## config.mk

```make
export PLATFORM = sky130hd
export DESIGN_NAME = dzcpu_uop_sequencer
export DESIGN_NICKNAME = d
export VERILOG_FILES = /design/src/rtl/dzcpu_uop_sequencer.sv
export SDC_FILE = /design/constraint.sdc
export NUM_CORES = 1
export LEC_CHECK = 0
export ABC_AREA = 1
export ABC_CLOCK_PERIOD_IN_PS = 1500
export CORE_UTILIZATION = 38
export DETAILED_ROUTE_END_ITERATION = 6
export PLACE_DENSITY_LB_ADDON = 0.25
export SLEW_MARGIN = 40
export SYNTH_ARGS = -nofsm -noshare
export SYNTH_HDL_FRONTEND = slang
export SYNTH_SLANG_ARGS = --single-unit
export TNS_END_PERCENT = 1
```

## constraint.sdc

```tcl
create_clock -name iClock -period 1.5 [get_ports iClock]
set_clock_uncertainty 0.05 [all_clocks]
set_input_delay 0.15 -clock iClock [delete_from_list [all_inputs] [get_ports iClock]]
set_output_delay 0.15 -clock iClock [all_outputs]
set_load 0.05 [all_outputs]
```

## src/rtl/dzcpu_uop_sequencer.sv

```systemverilog
// dzcpu_uop_sequencer: micro-program sequencer for the dzcpu core.
// Latches each fetched opcode, jumps to its flow start address (regular or
// CB table), walks the micro-program counter through the uop ROM, and
// decodes each uop's flow-control field into PC-increment, flag-update and
// end-of-flow strobes for the datapath.
// Optional build macro: DZCPU_USEQ_WDOG_EN adds a per-flow uop watchdog that
// forces end-of-flow after P_WDOG_MAX uops and raises a sticky oUopError.
module dzcpu_uop_sequencer #(
  parameter logic [4:0] P_JCB      = 5'd20,
  parameter logic [7:0] P_WDOG_MAX = 8'd255
) (
  input  logic        iClock,
  input  logic        iReset,
  input  logic [7:0]  iMop,
  input  logic [7:0]  iFlowIdx,
  input  logic [7:0]  iCbFlowIdx,
  input  logic [12:0] iUop,
  input  logic        iFlagZ,
  input  logic        iStall,
  output logic [7:0]  oUpc,
  output logic [7:0]  oOpcode,
  output logic        oCbMode,
  output logic        oUopValid,
  output logic [4:0]  oOp,
  output logic [3:0]  oOperand,
  output logic        oPcInc,
  output logic        oFlagUpdate,
  output logic        oEof,
  output logic        oUopError
);

  typedef enum logic [1:0] {
    ST_RST,
    ST_DISPATCH,
    ST_EXEC,
    ST_CB_DISPATCH
  } state_t;

  state_t     state_reg, state_next;
  logic [7:0] upc_reg, upc_next;
  logic [7:0] opcode_reg, opcode_next;
  logic       cb_mode_reg, cb_mode_next;
  logic       uop_error_reg, uop_error_next;

  logic [3:0] flow_code;
  logic [4:0] uop_op;
  logic       pc_inc;
  logic       flag_upd;
  logic       flow_end;

`ifdef DZCPU_USEQ_WDOG_EN
  logic [7:0] wdog_cnt_reg, wdog_cnt_next;
`endif

  assign flow_code = iUop[12:9];
  assign uop_op    = iUop[8:4];

  assign oUpc      = upc_reg;
  assign oOpcode   = opcode_reg;
  assign oCbMode   = cb_mode_reg;
  assign oUopError = uop_error_reg;

  // Next-state, register updates and per-uop datapath strobes.
  always_comb begin
    state_next     = state_reg;
    upc_next       = upc_reg;
    opcode_next    = opcode_reg;
    cb_mode_next   = cb_mode_reg;
    uop_error_next = uop_error_reg;
`ifdef DZCPU_USEQ_WDOG_EN
    wdog_cnt_next  = wdog_cnt_reg;
`endif
    pc_inc      = 1'b0;
    flag_upd    = 1'b0;
    flow_end    = 1'b0;
    oUopValid   = 1'b0;
    oOp         = 5'd0;
    oOperand    = 4'd0;
    oPcInc      = 1'b0;
    oFlagUpdate = 1'b0;
    oEof        = 1'b0;

    case (state_reg)
      ST_RST: begin
        state_next = ST_DISPATCH;
      end

      ST_DISPATCH: begin
        opcode_next = iMop;
        upc_next    = iFlowIdx;
        state_next  = ST_EXEC;
`ifdef DZCPU_USEQ_WDOG_EN
        wdog_cnt_next = 8'd0;
`endif
      end

      ST_CB_DISPATCH: begin
        opcode_next  = iMop;
        upc_next     = iCbFlowIdx;
        cb_mode_next = 1'b1;
        state_next   = ST_EXEC;
`ifdef DZCPU_USEQ_WDOG_EN
        wdog_cnt_next = 8'd0;
`endif
      end

      ST_EXEC: begin
        oOp      = uop_op;
        oOperand = iUop[3:0];

        // Codes 0 and 8..15 simply continue to the next uop.
        case (flow_code)
          4'd1: pc_inc = 1'b1;
          4'd2: flow_end = 1'b1;
          4'd3: begin
            pc_inc   = 1'b1;
            flow_end = 1'b1;
          end
          4'd4: begin
            flag_upd = 1'b1;
            flow_end = 1'b1;
          end
          4'd5: begin
            pc_inc   = 1'b1;
            flag_upd = 1'b1;
            flow_end = 1'b1;
          end
          4'd6: begin
            pc_inc   = 1'b1;
            flow_end = iFlagZ;
          end
          4'd7: begin
            pc_inc   = 1'b1;
            flow_end = ~iFlagZ;
          end
          default: ;
        endcase

`ifdef DZCPU_USEQ_WDOG_EN
        // This uop is the P_WDOG_MAX-th of the flow: cut the flow short.
        wdog_cnt_next = wdog_cnt_reg + 8'd1;
        if (wdog_cnt_reg == P_WDOG_MAX - 8'd1) begin
          flow_end       = 1'b1;
          uop_error_next = 1'b1;
        end
`endif

        // An ending flow code beats a jump to the CB table.
        if (flow_end) begin
          cb_mode_next = 1'b0;
          state_next   = ST_DISPATCH;
        end else if (uop_op == P_JCB) begin
          state_next = ST_CB_DISPATCH;
        end else begin
          upc_next = upc_reg + 8'd1;
        end

        oUopValid   = 1'b1;
        oPcInc      = pc_inc;
        oFlagUpdate = flag_upd;
        oEof        = flow_end;
      end

      default: state_next = ST_RST;
    endcase

    // A memory wait freezes every register and suppresses all strobes.
    if (iStall) begin
      state_next     = state_reg;
      upc_next       = upc_reg;
      opcode_next    = opcode_reg;
      cb_mode_next   = cb_mode_reg;
      uop_error_next = uop_error_reg;
`ifdef DZCPU_USEQ_WDOG_EN
      wdog_cnt_next  = wdog_cnt_reg;
`endif
      oUopValid   = 1'b0;
      oPcInc      = 1'b0;
      oFlagUpdate = 1'b0;
      oEof        = 1'b0;
    end
  end

  // State register; reset discards any in-flight flow immediately.
  always_ff @(posedge iClock or negedge iReset) begin
    if (!iReset) begin
      state_reg     <= ST_RST;
      upc_reg       <= 8'd0;
      opcode_reg    <= 8'd0;
      cb_mode_reg   <= 1'b0;
      uop_error_reg <= 1'b0;
`ifdef DZCPU_USEQ_WDOG_EN
      wdog_cnt_reg  <= 8'd0;
`endif
    end else begin
      state_reg     <= state_next;
      upc_reg       <= upc_next;
      opcode_reg    <= opcode_next;
      cb_mode_reg   <= cb_mode_next;
      uop_error_reg <= uop_error_next;
`ifdef DZCPU_USEQ_WDOG_EN
      wdog_cnt_reg  <= wdog_cnt_next;
`endif
    end
  end

endmodule

```

==> summary.md <==
| Metric | Value |
|---|---|
| Starting Density | `41.2%` |
| Wirelength per Cell | `11.4 µm` |
| Num ports | `72` |
| Floorplan die height | `60.2 µm` |
| Area added between synthesis and finish | `85.2%` |
| Antenna-violating nets left | `0` |
| Share of layout cells above drive strength 1 | `35.5%` |
| Post-detailed-route DRC marker count | `0` |
| Clock tree from TritonCTS | `built` |
| Classification of the worst-slack hold path | `in -> async` |
| Total Power | `0.00505 W` |
| Vias per std cell | `4.63` |
| Depth of the CTS H-tree | `1` |
| Number of max-slew violations in the final report | `0` |
| Total grt overflow | `0` |
| Final wirelength | `3.46 mm` |
| Floorplan core area | `3130 µm²` |
| Power per standard cell area | `2120 nW/µm²` |
| Maximum fanout along the worst path | `3` |
| GRT Util Overall | `21.8%` |
| Dpl hpwl | `2.73 mm` |
| Async set-or-reset flop fraction in the synthesized netlist | `100%` |
| Final net count | `302` |
| Achievable clock frequency | `623 MHz` |
| Flip-flop cell with the highest count after synthesis | `sky130_fd_sc_hd__dfrtp_1` |
| Distinct cell type count after synthesis | `27` |
| Overall die area | `3620 µm²` |
| DRT Pass-1 Iters | `4` |
| Buffers on Ports | `70` |
| Syn_nets | `216` |
| Internal Dissipation | `0.00242 W` |
| Worst-path clk slew | `110 ps` |
| Peak supply drop | `1.57 mV` |
| Clock Latency Late Sink | `290 ps` |
| Drt first-iter violations | `40` |
| Lkg Pwr | `1.15 nW` |
| Number of antenna violations at the first check in global routing | `0` |
| Number of instances in the synthesized netlist | `174` |
| RSZ-0062 raised after global routing | `true` |
| Seq cells post-synth | `19` |
| Final hold viol count | `0` |
| Average size of a mapped cell | `7.40 µm²` |
| Fraction of post-synthesis cell area in the top cell type by area | `36.9%` |
| Proportion of power drawn by the clock network | `5.1%` |
| Net switching power | `0.00263 W` |
| Clock tree buffer depth | `2` |
| Inserted Clock Buffers | `3` |
| Maximum number of pins on one net before global-route repair | `20` |
| CTS Root Buffer Type | `sky130_fd_sc_hd__clkbuf_4` |
| Worst-case setup margin in the final layout | `-104 ps` |
| Die Width | `60.2 µm` |
| Non-filler instance count after layout | `303` |
| Cell taking the most area after synthesis | `sky130_fd_sc_hd__dfrtp_1` |
| Violated checks | `negative setup slack` |
| Number of enable-type register cells in the synthesized netlist | `0` |
| Worst hold slack | `122 ps` |
| Number of maximum-capacitance constraint violations | `0` |
| Via count of the routed design | `1403` |
| Launching element type of the critical path | `flop` |
| Proportion of synthesized chip area in sequential cells | `36.9%` |
| Synth area leaders | `sky130_fd_sc_hd__dfrtp_1, sky130_fd_sc_hd__nand2_1, sky130_fd_sc_hd__nand3_1, sky130_fd_sc_hd__mux2_2, sky130_fd_sc_hd__inv_1` |
| Category of the worst setup path capture point | `primary output` |
| Data arrival time of the critical path | `1400 ps` |
| Global-route wire length before repair | `5.87 mm` |
| Multi-input combinational cell area | `746 µm²` |
| Crit path kind | `reg -> out` |
| Register Area | `477 µm²` |
| Critical path required time | `1300 ps` |
| Netlist Area Pre-Place | `1290 µm²` |
| Number of cell rows | `20` |
| Final setup violation count | `12` |
| Seq pwr share | `20.1%` |
| Total inserted antenna cells | `0` |
| Share of the clock period used by the worst path after layout | `107%` |
| Clk sink count | `19` |
| FF-to-FF path depth | `7` |
| Switching share of power | `52.1%` |
| Fin crit period | `1600 ps` |
| Number of warning messages in the yosys log | `0` |
| Number of global-route vias before repair | `1410` |
| Run status | `finished with violations` |
| Instance count after placement with tap cells included | `297` |
| Reg2Reg Capture Point | `oUpc[5]$_DFFE_PN0P_` |
| Logic gate share of total power | `74.8%` |
| Reg-to-reg critical path startpoint | `state_reg[0]$_DFFE_PN0P_` |
| Final weighted congestion in routability-driven placement | `0.848` |
| CTS hold repair buffers | `0` |
| Filler cell count | `227` |
| Register-to-register path setup slack | `130 ps` |
==> power groups by stage <==
stage / Clock, W / Sequential [W] / Combinational (W)
after floorplan: 0 / 0.00177 / 0.00142
after global routing: 0.000290 / 0.00106 / 0.00401
after CTS: 0.000274 / 0.00101 / 0.00377
after detailed placement: 0 / 0.00102 / 0.00370
after global placement: 0 / 0.00100 / 0.00365
final: 0.000259 / 0.00101 / 0.00378
==> what timing repair did <==
item / 4_1_cts / 5_1_grt
gates cloned: 0 / 0
pin swaps: 3 / 0
buffers inserted: 2 / 0
gates resized for setup: 10 / 5
endpoints found under the setup margin: 12 / 13
==> logic make-up after synthesis <==
group                      count (synthesis)  synth area share, %
and+or+nand+nor                          104                 38.6
buffers and inverters                     28                 9.62
DFF                                       19                 36.9
AOI/OAI and AO/OA                         13                 6.61
muxes                                      8                 7.00
adders and majority gates                  1                0.972
other                                      1                0.291
==> through the flow <==
| step | TNS (ps) | utilization (%) | cell area (µm²) | worst slack (ps) |
|---|---|---|---|---|
| 6_report | -581 | 76.2 | 2380 | -104 |
| 3_3_place_gp | -1100 | 73.5 | 2300 | -140 |
| 4_1_cts | -837 | 75.6 | 2370 | -127 |
| 3_5_place_dp | -1640 | 73.5 | 2300 | -159 |
| 5_1_grt | -1490 | 76.2 | 2380 | -206 |
| 2_1_floorplan | -1500 | - | 1310 | -347 |
==> routing by layer <==
| layer | up-vias | wire length [µm] | global-route usage (%) |
|---|---|---|---|
| li1 | 715 | - | - |
| met2 | 43 | 1780 | 37.0 |
| met1 | 643 | 1470 | 26.3 |
| met5 | - | 0 | 0 |
| met3 | 2 | 188 | 4.33 |
| met4 | 0 | 25 | 9.63 |
==> placed cells by master, fill, tap and decap left out, drive strengths merged, types with 4 or more instances in the layout <==
cell type / instances
nand2: 60
clkbuf: 4
inv: 26
o21ai: 6
nand3: 19
clkdlybuf4s50: 39
mux2: 8
nor2: 22
dfrtp: 19
a21oi: 4
buf: 43
==> Yosys cell counts (all sizes together) (2+ instances only) <==
| cell type | number |
|---|---|
| nand2 | 60 |
| inv | 26 |
| nor2 | 22 |
| dfrtp | 19 |
| nand3 | 19 |
| mux2 | 8 |
| o21ai | 6 |
| a21oi | 4 |
| buf | 2 |
==> how the worst max path moves through the flow <==
| stage | start | endpoint | slack (ps) | cells after the start |
|---|---|---|---|---|
| floorplan | state_reg[0]$_DFFE_PN0P_ | oFlagUpdate | -350 | 6 |
| global placement | iUop[10] | oEof | -140 | 7 |
| detailed placement | iUop[10] | oEof | -160 | 7 |
| CTS | state_reg[0]$_DFFE_PN0P_ | oFlagUpdate | -130 | 6 |
| global route | state_reg[0]$_DFFE_PN0P_ | oFlagUpdate | -210 | 6 |
| finish | state_reg[0]$_DFFE_PN0P_ | oFlagUpdate | -100 | 6 |
==> cell type report <==
| type | count | share of cell area [%] |
|---|---|---|
| Timing Repair Buffer | 83 | 40.9 |
| Sequential cell | 19 | 20.0 |
| Tap cell | 44 | 2.31 |
| Clock buffer | 4 | 1.10 |
| Inverter | 26 | 4.41 |
| Multi-Input combinational cell | 127 | 31.3 |
==> critical path, cell delays in order, from the launching register on <==
cell and delay, ps:
sky130_fd_sc_hd__dfrtp_1 410, sky130_fd_sc_hd__inv_2 90, sky130_fd_sc_hd__nand2_4 60, sky130_fd_sc_hd__nor2_4 90
sky130_fd_sc_hd__nand2_2 90, sky130_fd_sc_hd__nor3b_4 210, sky130_fd_sc_hd__buf_12 160
(Power assumes the default switching activity.)
